===== config.mk =====
export PLATFORM = sky130hd
export DESIGN_NAME = uart_rx_core
export DESIGN_NICKNAME = d
export VERILOG_FILES = /design/src/rtl/uart_rx_core.sv
export SDC_FILE = /design/constraint.sdc
export NUM_CORES = 1
export LEC_CHECK = 0
export BUFFER_PORTS_ARGS = -buffer_cell sky130_fd_sc_hd__buf_2
export CELL_PAD_IN_SITES_DETAIL_PLACEMENT = 1
export CELL_PAD_IN_SITES_GLOBAL_PLACEMENT = 1
export CORE_MARGIN = 1.5
export CORE_UTILIZATION = 49
export CTS_BUF_LIST = sky130_fd_sc_hd__clkbuf_2
export CTS_CLUSTER_SIZE = 16
export DETAILED_ROUTE_END_ITERATION = 8
export GPL_ROUTABILITY_DRIVEN = 0
export PLACE_DENSITY = 0.92
export RECOVER_POWER = 50
export SLEW_MARGIN = 20
export SYNTH_ARGS = -nofsm -noshare
export SYNTH_HDL_FRONTEND = slang
export SYNTH_SLANG_ARGS = --single-unit

===== constraint.sdc =====
create_clock -name CLK -period 4.1 [get_ports CLK]
set_input_delay 0.82 -clock CLK [delete_from_list [all_inputs] [get_ports CLK]]
set_output_delay 0.82 -clock CLK [all_outputs]
set_load 0.005 [all_outputs]

===== src/rtl/uart_rx_core.sv =====
// Oversampling UART receiver: start/data/optional parity/stop, LSB first.
// Define UART_RX_MAJORITY_EN for 2-of-3 majority sampling around mid-bit.
module uart_rx_core #(
    parameter int unsigned DATA_WIDTH = 8,
    parameter int unsigned PRESCALE_W = 6
) (
    input  logic                  CLK,
    input  logic                  RST,
    input  logic                  RX_IN,
    input  logic [PRESCALE_W-1:0] Prescale,
    input  logic                  PAR_EN,
    input  logic                  PAR_TYP,
    output logic [DATA_WIDTH-1:0] P_DATA,
    output logic                  Data_Valid,
    output logic                  Parity_Error,
    output logic                  Stop_Error
);

    localparam int unsigned BitW = (DATA_WIDTH > 1) ? $clog2(DATA_WIDTH) : 1;
    localparam logic [BitW-1:0] LastBit = BitW'(DATA_WIDTH - 1);

    typedef enum logic [2:0] {
        StIdle,
        StStart,
        StData,
        StParity,
        StStop
    } state_e;

    state_e                  state_q, state_d;
    logic [PRESCALE_W-1:0]   edge_cnt_q, edge_cnt_d;
    logic [BitW-1:0]         bit_cnt_q, bit_cnt_d;
    logic [DATA_WIDTH-1:0]   shift_q, shift_d;
    logic                    sampled_bit_q, sampled_bit_d;
    logic [PRESCALE_W-1:0]   prescale_q, prescale_d;
    logic                    par_en_q, par_en_d;
    logic                    par_typ_q, par_typ_d;
    logic [DATA_WIDTH-1:0]   p_data_q, p_data_d;
    logic                    data_valid_q, data_valid_d;
    logic                    par_err_q, par_err_d;
    logic                    stop_err_q, stop_err_d;
`ifdef UART_RX_MAJORITY_EN
    logic                    samp_a_q, samp_a_d;
    logic                    samp_b_q, samp_b_d;
`endif

    logic [PRESCALE_W-1:0]   half;
    logic                    last_edge;
    logic                    sample_pt;
    logic                    in_frame;

    // Frame timing uses the Prescale captured at start, not the live input.
    assign half      = prescale_q >> 1;
    assign last_edge = (edge_cnt_q == prescale_q - 1'b1);
    assign sample_pt = (edge_cnt_q == half + 1'b1);
    assign in_frame  = (state_q != StIdle);

    always_comb begin
        state_d       = state_q;
        edge_cnt_d    = edge_cnt_q;
        bit_cnt_d     = bit_cnt_q;
        shift_d       = shift_q;
        sampled_bit_d = sampled_bit_q;
        prescale_d    = prescale_q;
        par_en_d      = par_en_q;
        par_typ_d     = par_typ_q;
        p_data_d      = p_data_q;
        data_valid_d  = 1'b0;
        par_err_d     = par_err_q;
        stop_err_d    = stop_err_q;
`ifdef UART_RX_MAJORITY_EN
        samp_a_d      = samp_a_q;
        samp_b_d      = samp_b_q;
`endif

        if (!in_frame) begin
            edge_cnt_d = '0;
        end else if (last_edge) begin
            edge_cnt_d = '0;
        end else begin
            edge_cnt_d = edge_cnt_q + 1'b1;
        end

        if (in_frame) begin
`ifdef UART_RX_MAJORITY_EN
            if (edge_cnt_q == half - 1'b1) begin
                samp_a_d = RX_IN;
            end
            if (edge_cnt_q == half) begin
                samp_b_d = RX_IN;
            end
            if (sample_pt) begin
                sampled_bit_d = (samp_a_q & samp_b_q) | (samp_a_q & RX_IN) | (samp_b_q & RX_IN);
            end
`else
            if (sample_pt) begin
                sampled_bit_d = RX_IN;
            end
`endif
        end

        case (state_q)
            StIdle: begin
                bit_cnt_d = '0;
                if (!RX_IN) begin
                    state_d    = StStart;
                    prescale_d = Prescale;
                    par_en_d   = PAR_EN;
                    par_typ_d  = PAR_TYP;
                    par_err_d  = 1'b0;
                    stop_err_d = 1'b0;
                end
            end
            StStart: begin
                if (last_edge) begin
                    state_d = sampled_bit_q ? StIdle : StData;
                end
            end
            StData: begin
                if (last_edge) begin
                    shift_d[bit_cnt_q] = sampled_bit_q;
                    if (bit_cnt_q == LastBit) begin
                        bit_cnt_d = '0;
                        state_d   = par_en_q ? StParity : StStop;
                    end else begin
                        bit_cnt_d = bit_cnt_q + 1'b1;
                    end
                end
            end
            StParity: begin
                if (last_edge) begin
                    par_err_d = (sampled_bit_q != (^shift_q ^ par_typ_q));
                    state_d   = StStop;
                end
            end
            StStop: begin
                if (last_edge) begin
                    stop_err_d = !sampled_bit_q;
                    state_d    = StIdle;
                    if (sampled_bit_q && !par_err_q) begin
                        p_data_d     = shift_q;
                        data_valid_d = 1'b1;
                    end
                end
            end
            default: begin
                state_d = StIdle;
            end
        endcase
    end

    always_ff @(posedge CLK or negedge RST) begin
        if (!RST) begin
            state_q       <= StIdle;
            edge_cnt_q    <= '0;
            bit_cnt_q     <= '0;
            shift_q       <= '0;
            sampled_bit_q <= 1'b0;
            prescale_q    <= '0;
            par_en_q      <= 1'b0;
            par_typ_q     <= 1'b0;
            p_data_q      <= '0;
            data_valid_q  <= 1'b0;
            par_err_q     <= 1'b0;
            stop_err_q    <= 1'b0;
`ifdef UART_RX_MAJORITY_EN
            samp_a_q      <= 1'b0;
            samp_b_q      <= 1'b0;
`endif
        end else begin
            state_q       <= state_d;
            edge_cnt_q    <= edge_cnt_d;
            bit_cnt_q     <= bit_cnt_d;
            shift_q       <= shift_d;
            sampled_bit_q <= sampled_bit_d;
            prescale_q    <= prescale_d;
            par_en_q      <= par_en_d;
            par_typ_q     <= par_typ_d;
            p_data_q      <= p_data_d;
            data_valid_q  <= data_valid_d;
            par_err_q     <= par_err_d;
            stop_err_q    <= stop_err_d;
`ifdef UART_RX_MAJORITY_EN
            samp_a_q      <= samp_a_d;
            samp_b_q      <= samp_b_d;
`endif
        end
    end

    assign P_DATA       = p_data_q;
    assign Data_Valid   = data_valid_q;
    assign Parity_Error = par_err_q;
    assign Stop_Error   = stop_err_q;

endmodule


; Word level (Yosys, flattened, before mapping)
; Cells that the tools add are included.
[op_classes]
n_bitwise = 2
eq_ne = 14
n_addsub = 4
n_lt_le_gt_ge = 2
reduce_logical = 18
n_mux = 25
[ops]
columns = cell, count
row1 = 2-to-1 mux 3 bit, 9
row2 = one-hot mux 3 bit (5 select lines), 1
row3 = == test 6 bit, 2
row4 = 2-to-1 mux 6 bit, 2
row5 = inequality test 2 bit (second input constant), 6
row6 = AND reduction 3 bit, 3
row7 = bitwise mux 8 bit, 1
row8 = AND reduction 2 bit, 4
row9 = parity 8 bit, 1
row10 = 2-to-1 mux 1 bit, 7
row11 = adder 5 x 1 -> 6 bit (second input constant), 1
row12 = adder 6 x 1 -> 6 bit (second input constant), 1
row13 = == test 3 x 2 -> 1 bit (second input constant), 2
row14 = == test 3 bit (second input constant), 2
row15 = one-hot mux 3 bit (2 select lines), 1
row16 = AND reduction 6 bit, 1
row17 = nonzero test 2 bit, 3
row18 = subtractor 6 x 1 -> 6 bit (second input constant), 1
row19 = less-than comparator 3 x 4 -> 1 bit (second input constant), 1
row20 = one-hot mux 1 bit (2 select lines), 2
row21 = adder 3 x 1 -> 3 bit (second input constant), 1
row22 = demux 1 bit (select 3 bit), 1
row23 = == test 3 x 1 -> 1 bit (second input constant), 1
row24 = greater-or-equal comparator 3 x 1 -> 1 bit (second input constant), 1
row25 = 8 further kinds, 10
[totals]
word_cells = 77
regBits = 40
in_bits = 11
out_inout_bits = 11

; Logic depth before layout (Yosys ltp)
[depth]
ltp_word = 5
depth_mapped = 8
ltp_nobuf = 7

; Least setup slack after synthesis
; Ideal clock, no wire load.
[synth_path]
path_type = reg2reg
from = reg prescale_q[1]
to = reg p_data_q[0] (netlist: P_DATA[0])
stages_incl_launch_ff = 8
arrival_ns = 2.136
path_slack_ns = 1.839
period_less_slack_ns = 2.261
n_path_buf = 0
cell_sequence = dfrtp_1 > inv_1 > ha_1 > nor4b_1 > xnor2_1 > nand4_2 > nor4_4 > mux2_2
[synth_between]
elab_chain_len = 3
[synth_lines]
columns = element, line_no
row1 = from (decl), 35  ; logic [PRESCALE_W-1:0] prescale_q, prescale_d;
row2 = from (signal assigned), 176  ; prescale_q <= prescale_d;
row3 = subtractor 6 x 1 -> 6 bit, 54  ; assign last_edge = (edge_cnt_q == prescale_q - 1'b1);
row4 = == test 6 bit, 54
row5 = AND reduction 3 bit (no line), -
row6 = to (signal assigned), 179  ; p_data_q <= p_data_d;
row7 = to (decl), 38  ; logic [DATA_WIDTH-1:0] p_data_q, p_data_d;
; Every way passes these cells.
; A chain may end at the register's enable or synchronous reset.

; Worst setup path after layout
[layout_path]
from = reg prescale_q[1]
to = reg p_data_q[1] (netlist: P_DATA[1])
; Same word-level chain as after synthesis.

==> flow_metrics.tcl <==
set metrics [dict create \
    multi_input_area_um2 1150 \
    cts.sink_count 40 \
    syn_avg_cell_area_um2 10.3 \
    initial_core_util 0.510 \
    ys_ff_latch 40 \
    drt.antenna.violating_nets 0 \
    clock_tree.htree_level_count 2 \
    power_density_nw_per_um2 683 \
    final_net_count 251 \
    report.power.total_uw 1630 \
    worst-endpoint-arrival_ns 3.19 \
    grt_pass1_wl_um 8310 \
    criticalPathCategory "flip-flop to flip-flop" \
    timing.rr.end "P_DATA[1]$_DFFE_PN0P_" \
    slew_headroom -0.417 \
    async_reset_ff_frac 1.00 \
    placed_cell_area_um2 2340 \
    synth_flop_cell "sky130_fd_sc_hd__dfrtp_1" \
    hpwl_um 3700 \
    cts_inserted_buffers 5 \
    clock_path_buffers 2 \
    detail_route.wl_per_cell_um 17.3 \
    drc_errors 0 \
    routed_wl_um 4950 \
    total_number_of_vias 1602 \
    maximum_number_of_pins_on_one_net_before_global_route_repair 41 \
    detail_route.iter0.violations 107 \
    hold_path_startpoint "par_typ_q$_DFFE_PN0P_" \
    timing.setup.tns_ns 0 \
    synth_seq_area_share 0.451 \
    worst_ir_drop_vdd_v 0.000424 \
    clock.fmax_mhz 351 \
    buffer_ports.inserted 21 \
    synth_edf_count 0 \
    fp.dieW_um 70.3 \
    final_max_slew_viol_count 41 \
    via_count_of_the_first_global_routing_pass 1655 \
    fin_skew_ns 0.0269 \
    timing.critical_path.fanout_max 15 \
    cp_slowest_cell "sky130_fd_sc_hd__nor4_4" \
    reported_leakage_power_uw 0.00110 \
    timing.final.hold_violations 0 \
    mappedNetlistArea_um2 2220 \
    cts_setup_buffers 0 \
    cts_tree "done" \
    routed_via_density 5.58 \
    critical_path_required_ns 4.44 \
    yosys_warnings 0 \
    timing.final.setup_violations 0 \
    worst_hold_path.endpoint "par_typ_q$_DFFE_PN0P_" \
    syn_inst 216 \
    final_period_minus_worst_setup_slack_ns 2.85 \
    cts_resized 0 \
    initial_antenna_violation_count 0 \
    rr_startpoint "prescale_q[1]$_DFFE_PN0P_" \
    final_cell_area_um2 2390 \
    worstMarginPinSlew_ns 2.13 \
    result_of_the_run "complete, but fails checks" \
    worstRegToRegCells 7 \
    reg2reg_setup_slack_ns 1.25 \
    fin_crit_sh 0.696 \
    ratio_of_cells_with_drive_above_1_in_the_final_layout 0.209 \
    critPathLaunchType "flip-flop" \
    groute.usage.overall 0.219 \
    cpPeakStageDelay_ns 0.67 \
    std_cell_rows 24 \
    cts_hold_buf 0 \
    clk_transition_reported_paths_ns 0.22 \
    antennaDiodeCount 0 \
    setup_repair_after_global_routing_missed_its_margin "no" \
    leftover_overflow_at_the_end_of_global_routing 0 \
    hold_critical_path_depth 2 \
    cp_cell_sequence "inv_1, ha_1, nor4b_1, xnor2_1, nand4_2, nor4_4, mux2_2" \
    worst_hold_slack_ns 0.535 \
    cap_violations 1 \
    area_taken_by_flip_flops_and_latches_um2 1000 \
    nFillCells 502 \
    pin_count 22 \
    die_h_um 70.3 \
    failed_checks "capacitance limit, slew limit" \
    drt_pre_antenna_iters 4 \
    floorplan.die_area_um2 4940 \
    synth.lib_cells_used.distinct 42 \
    min_path_type "flip-flop to flip-flop" \
    critPathCaptureType "flip-flop" \
    mappedNetlistNets 233 \
    flow.area_growth_from_synthesis_pct 7.55 \
    core_region_area_um2 4350 \
    clk-insertion-delay-late_ns 0.43 \
    cts_root_buf "sky130_fd_sc_hd__clkbuf_2" \
]
[placed cells by master (no fill, tap or decap), types with 4 or more instances in the layout]
cell type	count
sky130_fd_sc_hd__buf_2	19
sky130_fd_sc_hd__clkbuf_2	5
sky130_fd_sc_hd__dfrtp_1	40
sky130_fd_sc_hd__ha_1	6
sky130_fd_sc_hd__inv_1	6
sky130_fd_sc_hd__mux2_2	17
sky130_fd_sc_hd__nand2_1	25
sky130_fd_sc_hd__nand3_1	7
sky130_fd_sc_hd__nand4b_1	4
sky130_fd_sc_hd__nor2_1	18
sky130_fd_sc_hd__nor3_1	11
sky130_fd_sc_hd__o21ai_0	6
sky130_fd_sc_hd__xnor2_1	18
sky130_fd_sc_hd__xor2_1	10
[synth_stat cells, types with 3 or more instances]
library cell / count / area share
sky130_fd_sc_hd__a22o_1: 3 / 0.012
sky130_fd_sc_hd__buf_2: 5 / 0.011
sky130_fd_sc_hd__dfrtp_1: 40 / 0.45
sky130_fd_sc_hd__ha_1: 6 / 0.034
sky130_fd_sc_hd__inv_1: 6 / 0.010
sky130_fd_sc_hd__mux2_2: 17 / 0.086
sky130_fd_sc_hd__mux2i_1: 3 / 0.014
sky130_fd_sc_hd__nand2_1: 25 / 0.042
sky130_fd_sc_hd__nand3_1: 7 / 0.016
sky130_fd_sc_hd__nand4b_1: 4 / 0.016
sky130_fd_sc_hd__nor2_1: 18 / 0.030
sky130_fd_sc_hd__nor3_1: 11 / 0.025
sky130_fd_sc_hd__o21ai_0: 6 / 0.014
sky130_fd_sc_hd__or3_1: 3 / 0.0085
sky130_fd_sc_hd__xnor2_1: 18 / 0.071
sky130_fd_sc_hd__xor2_1: 10 / 0.039
[cell families (layout without fill, tap and decap cells)]
logic type	after synthesis	count (layout)	share of synthesized area
AOI/OAI and AO/OA	18	18	0.0564
muxes	20	20	0.0998
adders and majority gates	6	6	0.0338
and+or+nand+nor	87	87	0.209
xor gates and xnor gates	29	29	0.118
buffers and inverters	16	35	0.0321
DFF	40	40	0.451
[how the worst max path moves through the flow]
stage / startpoint / endpoint / slack, ns / cells after the start
floorplan: prescale_q[1]$_DFFE_PN0P_ / P_DATA[0]$_DFFE_PN0P_ / 1.84 / 7
global placement: prescale_q[1]$_DFFE_PN0P_ / P_DATA[5]$_DFFE_PN0P_ / 1.42 / 7
detailed placement: prescale_q[1]$_DFFE_PN0P_ / P_DATA[1]$_DFFE_PN0P_ / 1.26 / 7
CTS: prescale_q[1]$_DFFE_PN0P_ / P_DATA[1]$_DFFE_PN0P_ / 1.24 / 7
global route: prescale_q[1]$_DFFE_PN0P_ / P_DATA[3]$_DFFE_PN0P_ / 1.03 / 7
finish: prescale_q[1]$_DFFE_PN0P_ / P_DATA[1]$_DFFE_PN0P_ / 1.25 / 7
[sequential cells by signal, summed over array words and instances, names as in the netlist]
register	cells
P_DATA	8
sampled_bit_q	1
Parity_Error	1
par_typ_q	1
par_en_q	1
bit_cnt_q	3
Data_Valid	1
Stop_Error	1
edge_cnt_q	6
state_q	3
prescale_q	6
shift_q	8
[critical path: cells and delay by family (launching register included)]
kind	cells	cell delay (ns)
and+or+nand+nor	3	1.40
DFF	1	0.48
muxes	1	0.41
xor gates and xnor gates	1	0.20
adders and majority gates	1	0.17
buffers and inverters	1	0.13
[layout make-up]
class | count | area share
multi-input combinational | 160 | 0.481
clock inverter | 3 | 0.00996
sequential | 40 | 0.419
clock buffer | 5 | 0.0105
timing repair buffer | 21 | 0.0430
inverter | 6 | 0.00943
tap | 52 | 0.0273
[metrics by stage]
step           cells  utilization  setup slack (ns)
2_1_floorplan    216            -              1.84
3_3_place_gp     279        0.538              1.42
3_5_place_dp     279        0.538              1.26
4_1_cts          287        0.549              1.24
5_1_grt          287        0.548              1.03
6_report         287        0.548              1.25
[layer usage]
layer  vias to the layer above  wire length, um  global-route usage
li1                        786                -                   -
met3                         6              167              0.0534
met2                        31             2310               0.352
met1                       779             2420               0.295
met5                         -                0                   0
met4                         0               60              0.0598
[where the power goes]
part | switching, uW | leakage, uW | total, uW | internal [uW]
Clock | 144 | 0.0000252 | 186 | 42.4
Sequential | 183 | 0.000524 | 677 | 494
Combinational | 448 | 0.000552 | 767 | 320
Total | 775 | 0.00110 | 1630 | 856
Power figures use the tool's default switching activity.
